--- config.mk ---
export PLATFORM = sky130hd
export DESIGN_NAME = bmc_subframe_encoder
export DESIGN_NICKNAME = d
export VERILOG_FILES = /design/src/rtl/bmc_subframe_encoder.sv
export SDC_FILE = /design/constraint.sdc
export NUM_CORES = 1
export LEC_CHECK = 0
export ABC_AREA = 1
export CAP_MARGIN = 10
export CORE_MARGIN = 2
export CORE_UTILIZATION = 53
export DETAILED_ROUTE_END_ITERATION = 10
export GPL_ROUTABILITY_DRIVEN = 0
export PLACE_DENSITY = 0.8
export SLEW_MARGIN = 20
export SYNTH_ARGS = -nofsm -noshare
export SYNTH_HDL_FRONTEND = slang
export SYNTH_SLANG_ARGS = --single-unit
--- constraint.sdc ---
create_clock -name clk -period 2.39 [get_ports clk]
set_input_delay 0.3585 -clock clk [delete_from_list [all_inputs] [get_ports clk]]
set_output_delay 0.3585 -clock clk [all_outputs]
set_load 0.02 [all_outputs]
--- src/rtl/bmc_subframe_encoder.sv ---
// S/PDIF subframe builder + biphase-mark line coder; dout moves on the clk edge carrying cell_tick.
// One-entry holding register: in_ready = !hold_full, freed only at the subframe-start tick.
module bmc_subframe_encoder #(
  parameter int FRAMES_PER_BLOCK = 192,
  parameter int CS_BITS          = 32
) (
  input  logic        clk,
  input  logic        rst,
  input  logic        cell_tick,
  input  logic [19:0] din,
  input  logic [3:0]  aux,
  input  logic        validity,
  input  logic        user,
  input  logic        in_valid,
  output logic        in_ready,
  input  logic [31:0] cs_word,
  output logic        dout,
  output logic        channel,
  output logic [7:0]  frame_counter,
  output logic        subframe_start,
  output logic        underrun
);

  localparam logic [7:0] PRE_B      = 8'b11101000;
  localparam logic [7:0] PRE_M      = 8'b11100010;
  localparam logic [7:0] PRE_W      = 8'b11100100;
  localparam logic [7:0] LAST_FRAME = 8'(FRAMES_PER_BLOCK - 1);
  localparam logic [7:0] CS_LIMIT   = 8'(CS_BITS);

  logic [5:0]  cell_cnt;
  logic        hold_full;
  logic [19:0] hold_din;
  logic [3:0]  hold_aux;
  logic        hold_v;
  logic        hold_u;
  logic [27:0] slot_sr;
  logic        pre_inv;

  logic        accept;
  logic        sf_begin;
  logic        c_bit;
  logic [26:0] body;
  logic [7:0]  preamble;
  logic [2:0]  pre_idx;
  logic        pre_level;

  assign in_ready = !hold_full;
  assign accept   = in_valid && !hold_full;
  assign sf_begin = cell_tick && (cell_cnt == 6'd0);

  always_comb begin
    c_bit = 1'b0;
    if (frame_counter < CS_LIMIT) c_bit = cs_word[frame_counter[4:0]];
    // Slots 30..4 packed LSB-first; an empty holding register sends a flagged-invalid silent sample.
    body = hold_full ? {c_bit, hold_u, hold_v, hold_din, hold_aux}
                     : {c_bit, 1'b0, 1'b1, 20'd0, 4'd0};
    preamble  = channel ? PRE_W : ((frame_counter == 8'd0) ? PRE_B : PRE_M);
    pre_idx   = 3'd7 - cell_cnt[2:0];
    pre_level = preamble[pre_idx] ^ ((cell_cnt == 6'd0) ? dout : pre_inv);
  end

  always_ff @(posedge clk) begin
    if (rst) begin
      cell_cnt       <= 6'd0;
      hold_full      <= 1'b0;
      hold_din       <= 20'd0;
      hold_aux       <= 4'd0;
      hold_v         <= 1'b0;
      hold_u         <= 1'b0;
      slot_sr        <= 28'd0;
      pre_inv        <= 1'b0;
      dout           <= 1'b0;
      channel        <= 1'b0;
      frame_counter  <= 8'd0;
      subframe_start <= 1'b0;
      underrun       <= 1'b0;
    end else begin
      // A sample accepted on the start edge can only arrive into an empty register and is kept.
      if (accept) begin
        hold_full <= 1'b1;
        hold_din  <= din;
        hold_aux  <= aux;
        hold_v    <= validity;
        hold_u    <= user;
      end else if (sf_begin) begin
        hold_full <= 1'b0;
      end

      subframe_start <= sf_begin;
      underrun       <= sf_begin && !hold_full;

      if (cell_tick) begin
        cell_cnt <= cell_cnt + 6'd1;
        if (cell_cnt < 6'd8) begin
          dout <= pre_level;
          if (sf_begin) begin
            slot_sr <= {^body, body};
            pre_inv <= dout;
          end
        end else if (!cell_cnt[0]) begin
          dout <= ~dout;
        end else begin
          dout    <= dout ^ slot_sr[0];
          slot_sr <= slot_sr >> 1;
        end

        if (cell_cnt == 6'd63) begin
          channel <= ~channel;
          if (channel)
            frame_counter <= (frame_counter == LAST_FRAME) ? 8'd0 : frame_counter + 8'd1;
        end
      end
    end
  end

endmodule

Yosys cells after proc, flatten, opt, wreduce, memory -nomap -nowiden
Cells that the tools add are included.
{"block": "totals", "register_bits": 74, "in_bits": 62, "out_inout_bits": 13, "wordCells": 57}
{"block": "op_classes", "add_sub_neg": 3, "n_lt_le_gt_ge": 4, "n_eq_ne": 3, "mux": 17, "bitwise_logic": 4, "n_reduce_logical": 13}
{"operator": "two-way mux 28 bit", "n": 3}
{"operator": "XOR reduction 27 bit", "n": 1}
{"operator": "two-way mux 26 bit", "n": 1}
{"operator": "AND reduction 3 bit", "n": 3}
{"operator": "adder 8 x 1 -> 8 bit, second input constant", "n": 1}
{"operator": "== test 8 bit, second input constant", "n": 1}
{"operator": "zero test 8 bit", "n": 1}
{"operator": "< comparator 8 x 6 -> 1 bit, second input constant", "n": 1}
{"operator": "two-way mux 1 bit", "n": 8}
{"operator": "two-way mux 4 bit", "n": 2}
{"operator": "two-way mux 8 bit", "n": 1}
{"operator": "adder 6 x 1 -> 6 bit, second input constant", "n": 1}
{"operator": "== test 6 bit, second input constant", "n": 1}
{"operator": "zero test 6 bit", "n": 1}
{"operator": "< comparator 5 x 6 -> 1 bit, second input constant", "n": 1}
{"operator": "< comparator 6 x 4 -> 1 bit, second input constant", "n": 1}
{"operator": "binary-select mux 1 bit (select 5 bit)", "n": 1}
{"operator": "< comparator 3 x 4 -> 1 bit, second input constant", "n": 1}
{"operator": "nonzero test 2 bit", "n": 2}
{"operator": "binary-select mux 1 bit (select 3 bit)", "n": 1}
{"operator": "logical AND 1 bit", "n": 3}
{"operator": "subtractor 3 bit, first input constant", "n": 1}
{"operator": "inequality test 2 bit, second input constant", "n": 1}
{"operator": "inverter 1 bit", "n": 2}
{"operator": "other kinds (3)", "n": 4}

Depth between registers and ports, before layout
{"block": "depth", "depth_word": 7, "depth_mapped": 16, "ltp_nobuf": 15}

Worst setup path after synthesis
Ideal clock, no wire load.
{"block": "synth_path", "kind": "reg-to-reg", "start": "reg frame_counter[0]", "end": "reg slot_sr[27]", "arrival_time_ps": 1704, "t_required_ps": 2277, "slack_ps": 573, "path_stages_with_launch": 14, "n_path_buf": 2, "period_less_slack_ps": 1817, "path_cell_list": "dfxtp_1 > buf_2 > inv_2 > buf_2 > nand2_1 > nand3_1 > nand3_1 > nand3_1 > a21boi_0 > nand3_1 > nand2_1 > nand2_1 > nand3_1 > nand2_1"}
{"block": "synth_between", "elab_chain_cells": 6, "elab_cells_between_ends": 7, "cone_classes": "order compare (1); mux (5); reduce/logical (1)"}
{"item": "from (decl)", "line": "19", "text": "output logic [7:0] frame_counter,"}
{"item": "from (signal assigned)", "line": "110", "text": "frame_counter <= (frame_counter == LAST_FRAME) ? 8'd0 : frame_counter + 8'd1;"}
{"item": "binary-select mux 1 bit (select 5 bit)", "line": "53", "text": "if (frame_counter < CS_LIMIT) c_bit = cs_word[frame_counter[4:0]];"}
{"item": "two-way mux 1 bit (not written as such)", "line": "53"}
{"item": "two-way mux 1 bit (*)", "line": "53"}
{"item": "XOR reduction 27 bit (*)", "line": "97", "text": "slot_sr <= {^body, body};"}
{"item": "two-way mux 28 bit (*)", "line": "96", "text": "if (sf_begin) begin"}
{"item": "two-way mux 28 bit (*)", "line": "94", "text": "if (cell_cnt < 6'd8) begin"}
{"item": "to (signal assigned)", "line": "97"}
{"item": "to (signal assigned)", "line": "104", "text": "slot_sr <= slot_sr >> 1;"}
{"item": "to (decl)", "line": "36", "text": "logic [27:0] slot_sr;"}
Every way passes the cells marked *; elsewhere a longest branch is shown, timed or not. The select of a mux whose other input is x is not followed.
A chain may end at the register's enable or synchronous reset.

Worst setup path after layout
{"block": "layout_path", "start": "reg cell_cnt[0]", "end": "reg frame_counter[0]"}
{"block": "layout_between", "elab_chain_cells": 2}
{"item": "from (decl)", "line": "30", "text": "logic [5:0] cell_cnt;"}
{"item": "from (signal assigned)", "line": "93", "text": "cell_cnt <= cell_cnt + 6'd1;"}
{"item": "== test 6 bit", "line": "107", "text": "if (cell_cnt == 6'd63) begin"}
{"item": "AND reduction 3 bit (no line)"}
Every way passes these cells.

==> impl_metrics.tcl <==
set metrics [dict create \
    core_mm2 0.00733 \
    yosysMostFrequentCell "nand2_1" \
    die_w_um 91.6 \
    final_cell_count_no_fill 818 \
    rows 31 \
    startpoint "cell_cnt[0]" \
    outcome "complete, no violations" \
    netlist_instances 650 \
    ctsHtreeMaxLevel 3 \
    synthFlopType "dfxtp_1" \
    post-route-drc-count 0 \
    cts_buffer_depth 2 \
    first_pass_iters 5 \
    slowest_stage "dfxtp_1" \
    path_cells "ha_1 > nand2_2 > nor2_2 > inv_2 > nor2_4 > nand2_2 > nor3_4 > nand4_2 > nor2_2 > nand3b_1 > nand2_1 > a21oi_1" \
    first_iter_violations 171 \
    fin_util_pct 69.8 \
    wl_per_cell_um 11.4 \
    hpwl_um 6850 \
    cts_tree "done" \
    synthTopCellsByCount "196 x nand2_1, 74 x dfxtp_1, 71 x inv_1" \
    post_cts_buffers 0 \
    hold_start "hold_din[2]" \
    syn_area_per_cell_um2 6.26 \
    timing.rr.start "cell_cnt[0]" \
    grt_pass1_vias 3645 \
    startpoint_type "flip-flop" \
    crit_family "simple AND/OR/NAND/NOR gates" \
    required_ns 2.63 \
    grt.overflow.total 0 \
    clkLatencyLatePin_ns 0.35 \
    vdd.ir_drop.worst_mv 0.424 \
    root_buffer "clkbuf_8" \
    synth-simple-area-share_pct 34.2 \
    via_count 4148 \
    postRouteAntennaNets 0 \
    cap_viol_max_count 0 \
    mappedNetlistNets 716 \
    totalPowerFinal_mw 2.97 \
    placed_cells 802 \
    tightestPinTransition_ns 0.655 \
    die-area_mm2 0.00839 \
    antenna_cells 0 \
    synth_edf_count 0 \
    synthMuxAreaShare_pct 0 \
    cts_buffers 9 \
    drive_gt1_share_pct 5.98 \
    worst_hold_path.endpoint "hold_din[2]" \
    ys_ff_latch 74 \
    yosys.area.top_type "dfxtp_1" \
    grt_start_max_net_pins 57 \
    yosysWarningCount 0 \
    setup_violations 0 \
    nNetsFinal 780 \
    antenna_found_initial 0 \
    r2r_end "frame_counter[0]" \
    ys_seq_area_share_pct 36.4 \
    path_max_fanout 6 \
    synth_cell_types 30 \
    fin_crit_ns 1.99 \
    rsz0062_at_grt "false" \
    min_delay_path_depth 2 \
    synth-async-reset-ratio_pct 0 \
    fin_skew_ns 0.0110 \
    max_freq_mhz 502 \
    min_path_type "flip-flop to flip-flop" \
    synthAdderAreaFrac_pct 1.23 \
    crit_buf_inv 1 \
    slew_headroom_pct 56.3 \
    p_per_area_mw_per_mm2 581 \
    ff2ff_path_depth 12 \
    clock_sinks 74 \
    rrSetupSlack_ns 0.40 \
    leakage_nw 2.32 \
    wl_um 9350 \
    timing.final.max_slew_violations 0 \
    netlist_area_mm2 0.00407 \
    synth_compound_gate_area_share_pct 17.3 \
    critPathMaxStageDelay_ns 0.42 \
    area_growth_pct 25.8 \
    io_buffers 74 \
    synthXorXnorAreaFrac_pct 0.646 \
    grt_util_all_layers_pct 22.7 \
    worstPathArrival_ns 2.23 \
    tns_ns 0 \
    synthTopCellsByArea "dfxtp_1 36%, nand2_1 18%, o21ai_0 8.2%, inv_1 6.6%, nor2_1 6.2%" \
    finalHoldViolCount 0 \
    path_clk_slew_ns 0.09 \
    grt_pass1_wl_um 15900 \
    routed_via_density 5.07 \
    synth_top_family_by_area "simple AND/OR/NAND/NOR gates" \
    critPathCaptureType "flip-flop" \
    synth_top_area_share_pct 36.4 \
    num_io_pins 75 \
    critPathKind "flip-flop to flip-flop" \
    initial_core_util_pct 55.5 \
    fin_crit_sh_pct 83.3 \
    hold_buffers 0 \
    die_h_um 91.6 \
    ctsResizeCount 0 \
]
-- power breakdown --
| group | switching [mW] | leakage [nW] | total, mW | internal, mW |
|---|---|---|---|---|
| logic | 0.269 | 1.59 | 0.501 | 0.231 |
| registers | 0.0606 | 0.609 | 1.39 | 1.32 |
| clock network | 0.492 | 0.114 | 1.09 | 0.597 |
| total | 0.822 | 2.32 | 2.97 | 2.15 |
-- final cells by class --
class / count / area [µm²]
Fill cell: 638 / 2210
Multi-Input combinational cell: 468 / 2170
Sequential cell: 74 / 1480
Timing Repair Buffer: 85 / 836
Inverter: 76 / 285
Clock buffer: 9 / 124
Tap cell: 99 / 124
Clock inverter: 7 / 100
-- cells by family after synthesis --
group | Yosys count
adders and majority gates | 4
xor gates and xnor gates | 3
and+or+nand+nor | 332
AOI/OAI and AO/OA | 129
DFF | 74
buffers and inverters | 108
-- metrics by stage --
step                      instance area [µm²]  worst slack, ns  hold WS, ns
after floorplan                          4070            0.573        0.428
after global placement                   4890            0.248        0.457
after detailed placement                 4890            0.185        0.461
after CTS                                5120            0.382        0.475
after global routing                     5120            0.171        0.498
final                                    5120            0.400        0.473
-- registers in the layout (all words and copies together) (netlist names) --
register,count
slot_sr,28
hold_din,20
frame_counter,8
cell_cnt,6
hold_aux,4
channel,1
dout,1
hold_full,1
hold_u,1
hold_v,1
pre_inv,1
subframe_start,1
underrun,1
-- cell usage in the layout (no fill, tap or decap), drive strengths merged --
master and count:
nand2 198, inv 76, dfxtp 74, clkdlybuf4s50 74, nor2 72, o21ai 67, nand3 46, a21oi 31
a31oi 19, buf 11, a211oi 9, clkbuf 9, nor3 6, nand4 5, clkinv 5, ha 4
or2 3, xor2 2, bufinv 2, a21boi 1, o211ai 1, nand3b 1, nor3b 1, xnor2 1
o211a 1
-- routing by layer --
layer  GRT usage (%)  vias to the layer above  share of wire, %
li1                -                     2213                 -
met1            29.4                     1809                47
met2            38.5                      115                45
met3            3.90                       11               7.0
met4            7.20                        0               1.3
met5               0                        -                 0
-- worst max path at each step --
stage	to	slack, ns	cells past startpoint
floorplan	slot_sr[27]	0.57	13
global placement	frame_counter[0]	0.25	12
detailed placement	frame_counter[0]	0.19	12
CTS	frame_counter[0]	0.38	12
global route	slot_sr[14]	0.17	11
finish	frame_counter[0]	0.40	12
-- tightest hold or removal path, stage by stage (launching register included) --
cell,delay (ns)
dfxtp_1,0.31
inv_1,0.06
a21oi_1,0.05
(Power assumes the default switching activity.)
